$ cat src/rtl/rf_wb_arbiter.sv
// rf_wb_arbiter
//   Write-back arbiter in front of the 16-entry register file's single write
//   port. Source 0 is the ALU result path and source 1 is the load/memory
//   result path. Each source owns a one-entry holding buffer. Full buffers are
//   granted round-robin, but two buffers that target the same register are
//   granted oldest-first. The granted entry is registered onto the write
//   port (rf_le/rf_rw/rf_pw), which drives the register file directly.
//
//   Handshake: source n transfers a write on a rising edge where
//   sn_valid & sn_ready. sn_ready depends only on internal state and reset,
//   and never on sn_valid. sn_ready is high when buffer n is empty or is being
//   granted this cycle.
//
// Parameters
//   DATA_W        write data width (matches register file PW)
//   ADDR_W        register index width (matches register file RW)
// Ports
//   clk, reset                    clock, synchronous active-high reset
//   s0_valid/ready/rd/data        ALU write-back source
//   s1_valid/ready/rd/data        load/memory write-back source
//   rf_le, rf_rw, rf_pw           registered register file write port
//   pending_mask                  bit i set while a write to Ri is in flight
//   wr_err                        one-cycle pulse: an accepted write targeted R15
//   fwd_ra, fwd_hit, fwd_data     forwarding lookup of in-flight writes
// Build option
//   RFWB_FWD_EN   builds the forwarding comparators. Without it, fwd_hit and
//                 fwd_data are tied to zero.
module rf_wb_arbiter #(
  parameter int DATA_W = 32,
  parameter int ADDR_W = 4
) (
  input  logic              clk,
  input  logic              reset,
  input  logic              s0_valid,
  output logic              s0_ready,
  input  logic [ADDR_W-1:0] s0_rd,
  input  logic [DATA_W-1:0] s0_data,
  input  logic              s1_valid,
  output logic              s1_ready,
  input  logic [ADDR_W-1:0] s1_rd,
  input  logic [DATA_W-1:0] s1_data,
  output logic              rf_le,
  output logic [ADDR_W-1:0] rf_rw,
  output logic [DATA_W-1:0] rf_pw,
  output logic [15:0]       pending_mask,
  output logic              wr_err,
  input  logic [ADDR_W-1:0] fwd_ra,
  output logic              fwd_hit,
  output logic [DATA_W-1:0] fwd_data
);

  localparam logic [ADDR_W-1:0] PC_IDX = '1;

  logic              b0_full_q, b0_full_d, b1_full_q, b1_full_d;
  logic [ADDR_W-1:0] b0_rd_q, b0_rd_d, b1_rd_q, b1_rd_d;
  logic [DATA_W-1:0] b0_data_q, b0_data_d, b1_data_q, b1_data_d;
  // older0_q: buffer 0 holds the older entry (or both loaded on the same edge)
  logic              older0_q, older0_d;
  // last_q: most recently granted source (1 at reset so source 0 goes first)
  logic              last_q, last_d;
  logic              rf_le_q, rf_le_d;
  logic [ADDR_W-1:0] rf_rw_q, rf_rw_d;
  logic [DATA_W-1:0] rf_pw_q, rf_pw_d;
  logic              wr_err_q, wr_err_d;

  logic gnt0, gnt1;
  logic acc0, acc1, pc0, pc1, load0, load1, keep0, keep1;

  always_comb begin
    gnt0 = 1'b0;
    gnt1 = 1'b0;
    if (b0_full_q && b1_full_q) begin
      // Same destination: oldest first, so the newest value lands last.
      if (b0_rd_q == b1_rd_q) gnt0 = older0_q;
      else                    gnt0 = last_q;
      gnt1 = ~gnt0;
    end else begin
      gnt0 = b0_full_q;
      gnt1 = b1_full_q;
    end
  end

  assign s0_ready = ~reset & (~b0_full_q | gnt0);
  assign s1_ready = ~reset & (~b1_full_q | gnt1);

  assign acc0  = s0_valid & s0_ready;
  assign acc1  = s1_valid & s1_ready;
  assign pc0   = (s0_rd == PC_IDX);
  assign pc1   = (s1_rd == PC_IDX);
  // Writes to the PC are dropped here and only flagged.
  assign load0 = acc0 & ~pc0;
  assign load1 = acc1 & ~pc1;
  assign keep0 = b0_full_q & ~gnt0;
  assign keep1 = b1_full_q & ~gnt1;

  always_comb begin
    b0_full_d = load0 | keep0;
    b1_full_d = load1 | keep1;
    b0_rd_d   = load0 ? s0_rd   : b0_rd_q;
    b0_data_d = load0 ? s0_data : b0_data_q;
    b1_rd_d   = load1 ? s1_rd   : b1_rd_q;
    b1_data_d = load1 ? s1_data : b1_data_q;

    // A buffer loading alone is younger than a buffer that stays full.
    // When both buffers load together, source 0 counts as older.
    older0_d = older0_q;
    if (load1)      older0_d = 1'b1;
    else if (load0) older0_d = ~keep1;

    last_d  = (gnt0 | gnt1) ? gnt1 : last_q;
    rf_le_d = gnt0 | gnt1;
    rf_rw_d = rf_rw_q;
    rf_pw_d = rf_pw_q;
    if (gnt0) begin
      rf_rw_d = b0_rd_q;
      rf_pw_d = b0_data_q;
    end else if (gnt1) begin
      rf_rw_d = b1_rd_q;
      rf_pw_d = b1_data_q;
    end
    wr_err_d = (acc0 & pc0) | (acc1 & pc1);
  end

  always_ff @(posedge clk) begin
    if (reset) begin
      b0_full_q <= 1'b0;
      b1_full_q <= 1'b0;
      b0_rd_q   <= '0;
      b0_data_q <= '0;
      b1_rd_q   <= '0;
      b1_data_q <= '0;
      older0_q  <= 1'b1;
      last_q    <= 1'b1;
      rf_le_q   <= 1'b0;
      rf_rw_q   <= '0;
      rf_pw_q   <= '0;
      wr_err_q  <= 1'b0;
    end else begin
      b0_full_q <= b0_full_d;
      b1_full_q <= b1_full_d;
      b0_rd_q   <= b0_rd_d;
      b0_data_q <= b0_data_d;
      b1_rd_q   <= b1_rd_d;
      b1_data_q <= b1_data_d;
      older0_q  <= older0_d;
      last_q    <= last_d;
      rf_le_q   <= rf_le_d;
      rf_rw_q   <= rf_rw_d;
      rf_pw_q   <= rf_pw_d;
      wr_err_q  <= wr_err_d;
    end
  end

  assign rf_le  = rf_le_q;
  assign rf_rw  = rf_rw_q;
  assign rf_pw  = rf_pw_q;
  assign wr_err = wr_err_q;

  always_comb begin
    pending_mask = '0;
    if (b0_full_q) pending_mask = pending_mask | (16'd1 << b0_rd_q);
    if (b1_full_q) pending_mask = pending_mask | (16'd1 << b1_rd_q);
    if (rf_le_q)   pending_mask = pending_mask | (16'd1 << rf_rw_q);
  end

`ifdef RFWB_FWD_EN
  logic hit0, hit1, hitp;

  assign hit0 = b0_full_q & (b0_rd_q == fwd_ra);
  assign hit1 = b1_full_q & (b1_rd_q == fwd_ra);
  assign hitp = rf_le_q & (rf_rw_q == fwd_ra);

  always_comb begin
    fwd_hit  = hit0 | hit1 | hitp;
    fwd_data = '0;
    // Newest value wins: younger buffer, then older buffer, then the port.
    if (hit0 && hit1)  fwd_data = older0_q ? b1_data_q : b0_data_q;
    else if (hit0)     fwd_data = b0_data_q;
    else if (hit1)     fwd_data = b1_data_q;
    else if (hitp)     fwd_data = rf_pw_q;
  end
`else
  logic unused_fwd_ra;

  assign unused_fwd_ra = ^fwd_ra;
  assign fwd_hit  = 1'b0;
  assign fwd_data = '0;
`endif

endmodule

$ cat config.mk
export PLATFORM = sky130hd
export DESIGN_NAME = rf_wb_arbiter
export DESIGN_NICKNAME = d
export VERILOG_FILES = /design/src/rtl/rf_wb_arbiter.sv
export SDC_FILE = /design/constraint.sdc
export NUM_CORES = 1
export LEC_CHECK = 0
export BUFFER_PORTS_ARGS = -buffer_cell sky130_fd_sc_hd__buf_4
export CAP_MARGIN = 30
export CORE_MARGIN = 3
export CORE_UTILIZATION = 40
export CTS_CLUSTER_DIAMETER = 40
export DETAILED_ROUTE_END_ITERATION = 8
export MAX_ROUTING_LAYER = met4
export PLACE_DENSITY = 0.68
export SYNTH_ARGS = -nofsm -noshare
export SYNTH_HDL_FRONTEND = slang
export SYNTH_SLANG_ARGS = --single-unit
$ cat constraint.sdc
create_clock -name clk -period 3.92 [get_ports clk]
set_clock_uncertainty 0.15 [all_clocks]
set_input_delay 0.196 -clock clk [delete_from_list [all_inputs] [get_ports clk]]
set_output_delay 0.196 -clock clk [all_outputs]
set_load 0.01 [all_outputs]
==> impl_metrics.json <==
{
  "status": "completed",
  "grtUsageMet1": 0.275,
  "synth_ff_type": "dfxtp_1",
  "synth_edf_count": 0,
  "arrival_ns": 2.71,
  "r2r-start": "b0_full_q",
  "r2r_setup_slack_ns": 0.89,
  "cts_tree": "built",
  "postSynthCellCount": 706,
  "grt_pass1_wl_um": 30500,
  "grt_pass1_vias": 5823,
  "gp_congestion": 0.872,
  "rr_worst_depth": 8,
  "clkLatencyLatePin_ns": 0.41,
  "drc_errors": 0,
  "placed_area_um2": 7150,
  "cp-start-kind": "flop",
  "worstHoldStart": "s1_rd[1]",
  "worstPathRequired_ns": 3.57,
  "worstSetupPathType": "reg -> out",
  "htreeDepth": 4,
  "grt-ovfl-total": 0,
  "fin_nets": 956,
  "fin_crit_ns": 3.06,
  "finalPower_uw": 3840,
  "area_delta_synth_final_pct": 35.0,
  "routed_wl_um": 18700,
  "post_cts_resized": 0,
  "p_leak_uw": 0.00351,
  "antenna_found_initial": 1,
  "vias": 6009,
  "seq_area_frac_synth": 0.362,
  "hold_viol_final": 0,
  "clkTransAtPathRegs_ns": 0.05,
  "fin_area_um2": 8500,
  "min_path_type": "in -> reg",
  "tightest_slew_ns": 0.987,
  "slew_headroom": 0.341,
  "cts_root_buf": "clkbuf_16",
  "yosys.area_share.simple": 0.165,
  "peakVddDrop_uv": 295,
  "cts_buffers": 17,
  "rsz0062_at_grt": "no",
  "r2r_end": "b0_rd_q[2]",
  "busiest_layer": "met2",
  "cap_viol_max_count": 0,
  "io_pins": 169,
  "dr.first_iter.drc_count": 448,
  "wire_per_inst_um": 17.0,
  "dp_hpwl_um": 11100,
  "synth_xor_area_frac": 0.00556,
  "grt_util_met2": 0.349,
  "die_x_um": 132,
  "holdPathEnd": "wr_err",
  "dp_cells": 994,
  "synth_top_family_by_area": "compound AO/OA/AOI/OAI gates",
  "cts_sinks": 114,
  "synthAdderAreaFrac": 0,
  "io_buffers": 131,
  "synth.cell_area_um2": 6300,
  "postSynthAreaPerCell_um2": 8.92,
  "synthArstFlopShare": 0,
  "grt_max_degree": 67,
  "core.rowCount": 45,
  "endpoint_kind": "output pin",
  "die_h_um": 132,
  "dr.pass1.iters": 4,
  "ys_ff_latch": 114,
  "drv_slew": 0,
  "synth_warnings": 0,
  "avgViaCountPerCell": 5.46,
  "clockBufferDepth": 2,
  "initial_core_util": 0.411,
  "timing.final.crit_share": 0.780,
  "synthMuxAreaShare": 0.161,
  "grt_util_met3": 0.0570,
  "cp_max_fo": 25,
  "detail-route-antenna-nets": 0,
  "timing.setup.tns_ns": 0,
  "core_area_um2": 15300,
  "track_usage": 0.219,
  "max_freq_mhz": 327,
  "n_fill_cell": 1426,
  "fin_cells": 1100,
  "die_area_um2": 17300,
  "drive_gt1_frac": 0.205,
  "setup_viol": 0,
  "power_density_nw_per_um2": 451,
  "min_path_cells": 5,
  "synth_compound_area_frac": 0.195,
  "synth.distinct_cells": 38
}
-- what timing repair did --
item / 4_1_cts / 5_1_grt
hold buffers: 74 / 0
endpoints found under the hold margin: 72 / 0
setup buffers: 0 / 0
-- stage by stage --
step           hold WS [ns]  worst slack, ns   util
6_report             0.0613            0.861  0.555
5_1_grt              0.0707            0.687  0.555
4_1_cts              0.0455            0.852  0.555
3_5_place_dp          0.287             1.13  0.467
3_3_place_gp          0.279             1.21  0.467
2_1_floorplan         0.161             1.97      -
-- where the power goes --
group / internal (µW) / leakage (µW) / switching [µW] / total, µW
clock network: 1070 / 0.000299 / 532 / 1600
logic: 447 / 0.00227 / 401 / 849
registers: 1270 / 0.000939 / 116 / 1390
-- placed cells by master, fill, tap and decap left out, types with 3 or more instances in the layout --
master,n
buf_4,143
dfxtp_1,112
mux2i_1,100
nor2_1,89
dlygate4sd3_1,74
a221oi_1,70
nand2_1,66
nor2b_1,43
o221ai_1,35
conb_1,33
clkbuf_16,17
inv_1,15
nand3_1,11
a22oi_1,9
a21oi_1,8
a311oi_1,8
clkinv_2,5
a32oi_1,4
xnor2_1,4
bufinv_16,4
and3_1,3
o21ai_0,3
nor2b_4,3
-- worst max-delay path by stage --
stage,depth (start not counted),startpoint,endpoint
after floorplan,7,b0_rd_q[3],s1_ready
after global placement,6,b1_rd_q[0],rf_pw[8]
after detailed placement,6,b0_rd_q[0],rf_pw[20]
after CTS,6,b0_full_q,s0_ready
after global routing,6,b0_full_q,b0_rd_q[2]
final,6,b0_full_q,s0_ready
-- registers in the layout, summed over array words and instances (netlist names) --
signal / flops
b0_rd_q: 4
rf_le: 1
b0_data_q: 32
b1_data_q: 32
last_q: 1
rf_pw: 32
rf_rw: 4
b0_full_q: 1
b1_full_q: 1
b1_rd_q: 4
wr_err: 1
older0_q: 1
-- logic make-up (layout without fill, tap and decap cells) --
kind of cell | Yosys count | after routing
AND/OR/NAND/NOR | 228 | 228
XOR/XNOR | 4 | 4
multiplexers | 101 | 101
other | 1 | 34
AO/OA/AOI/OAI | 145 | 145
buffers and inverters | 113 | 263
flip-flops | 114 | 114
-- synth_stat cells (all sizes together), types with 8 or more instances --
| cell type | count | area (µm²) |
|---|---|---|
| dfxtp | 114 | 2280 |
| mux2i | 100 | 1000 |
| nor2 | 89 | 334 |
| a221oi | 70 | 613 |
| nand2 | 66 | 248 |
| buf | 52 | 474 |
| clkbuf | 46 | 173 |
| nor2b | 46 | 288 |
| o221ai | 35 | 307 |
| inv | 15 | 56.3 |
| nand3 | 11 | 55.1 |
| a22oi | 9 | 67.6 |
| a21oi | 8 | 40.0 |
| a311oi | 8 | 70.1 |
-- routing by layer --
metal,wire length (µm),part of all wire,up-vias
met4,270,0.014,0
met3,1280,0.069,29
li1,-,-,2883
met5,0,0,-
met1,8260,0.44,2852
met2,8860,0.47,245
-- critical path, cell delays in order, from the launching register on --
cell and delay, ns:
dfxtp_2 0.76, buf_4 0.53, nand2_1 0.12, nor2_1 0.24, a21oi_1 0.23, nor2b_1 0.22
buf_4 0.17
-- final cells by class --
| class | count | area [µm²] | area share |
|---|---|---|---|
| diodes | 1 | 2.50 | 0.000294 |
| clock buffers | 20 | 447 | 0.0525 |
| clock inverters | 11 | 161 | 0.0190 |
| inverters | 15 | 56.3 | 0.00662 |
| multi-input cells | 511 | 3470 | 0.409 |
| flip-flops and latches | 114 | 2280 | 0.269 |
| well taps | 211 | 264 | 0.0310 |
| repair buffers | 217 | 1810 | 0.213 |
(Power assumes the default switching activity.)
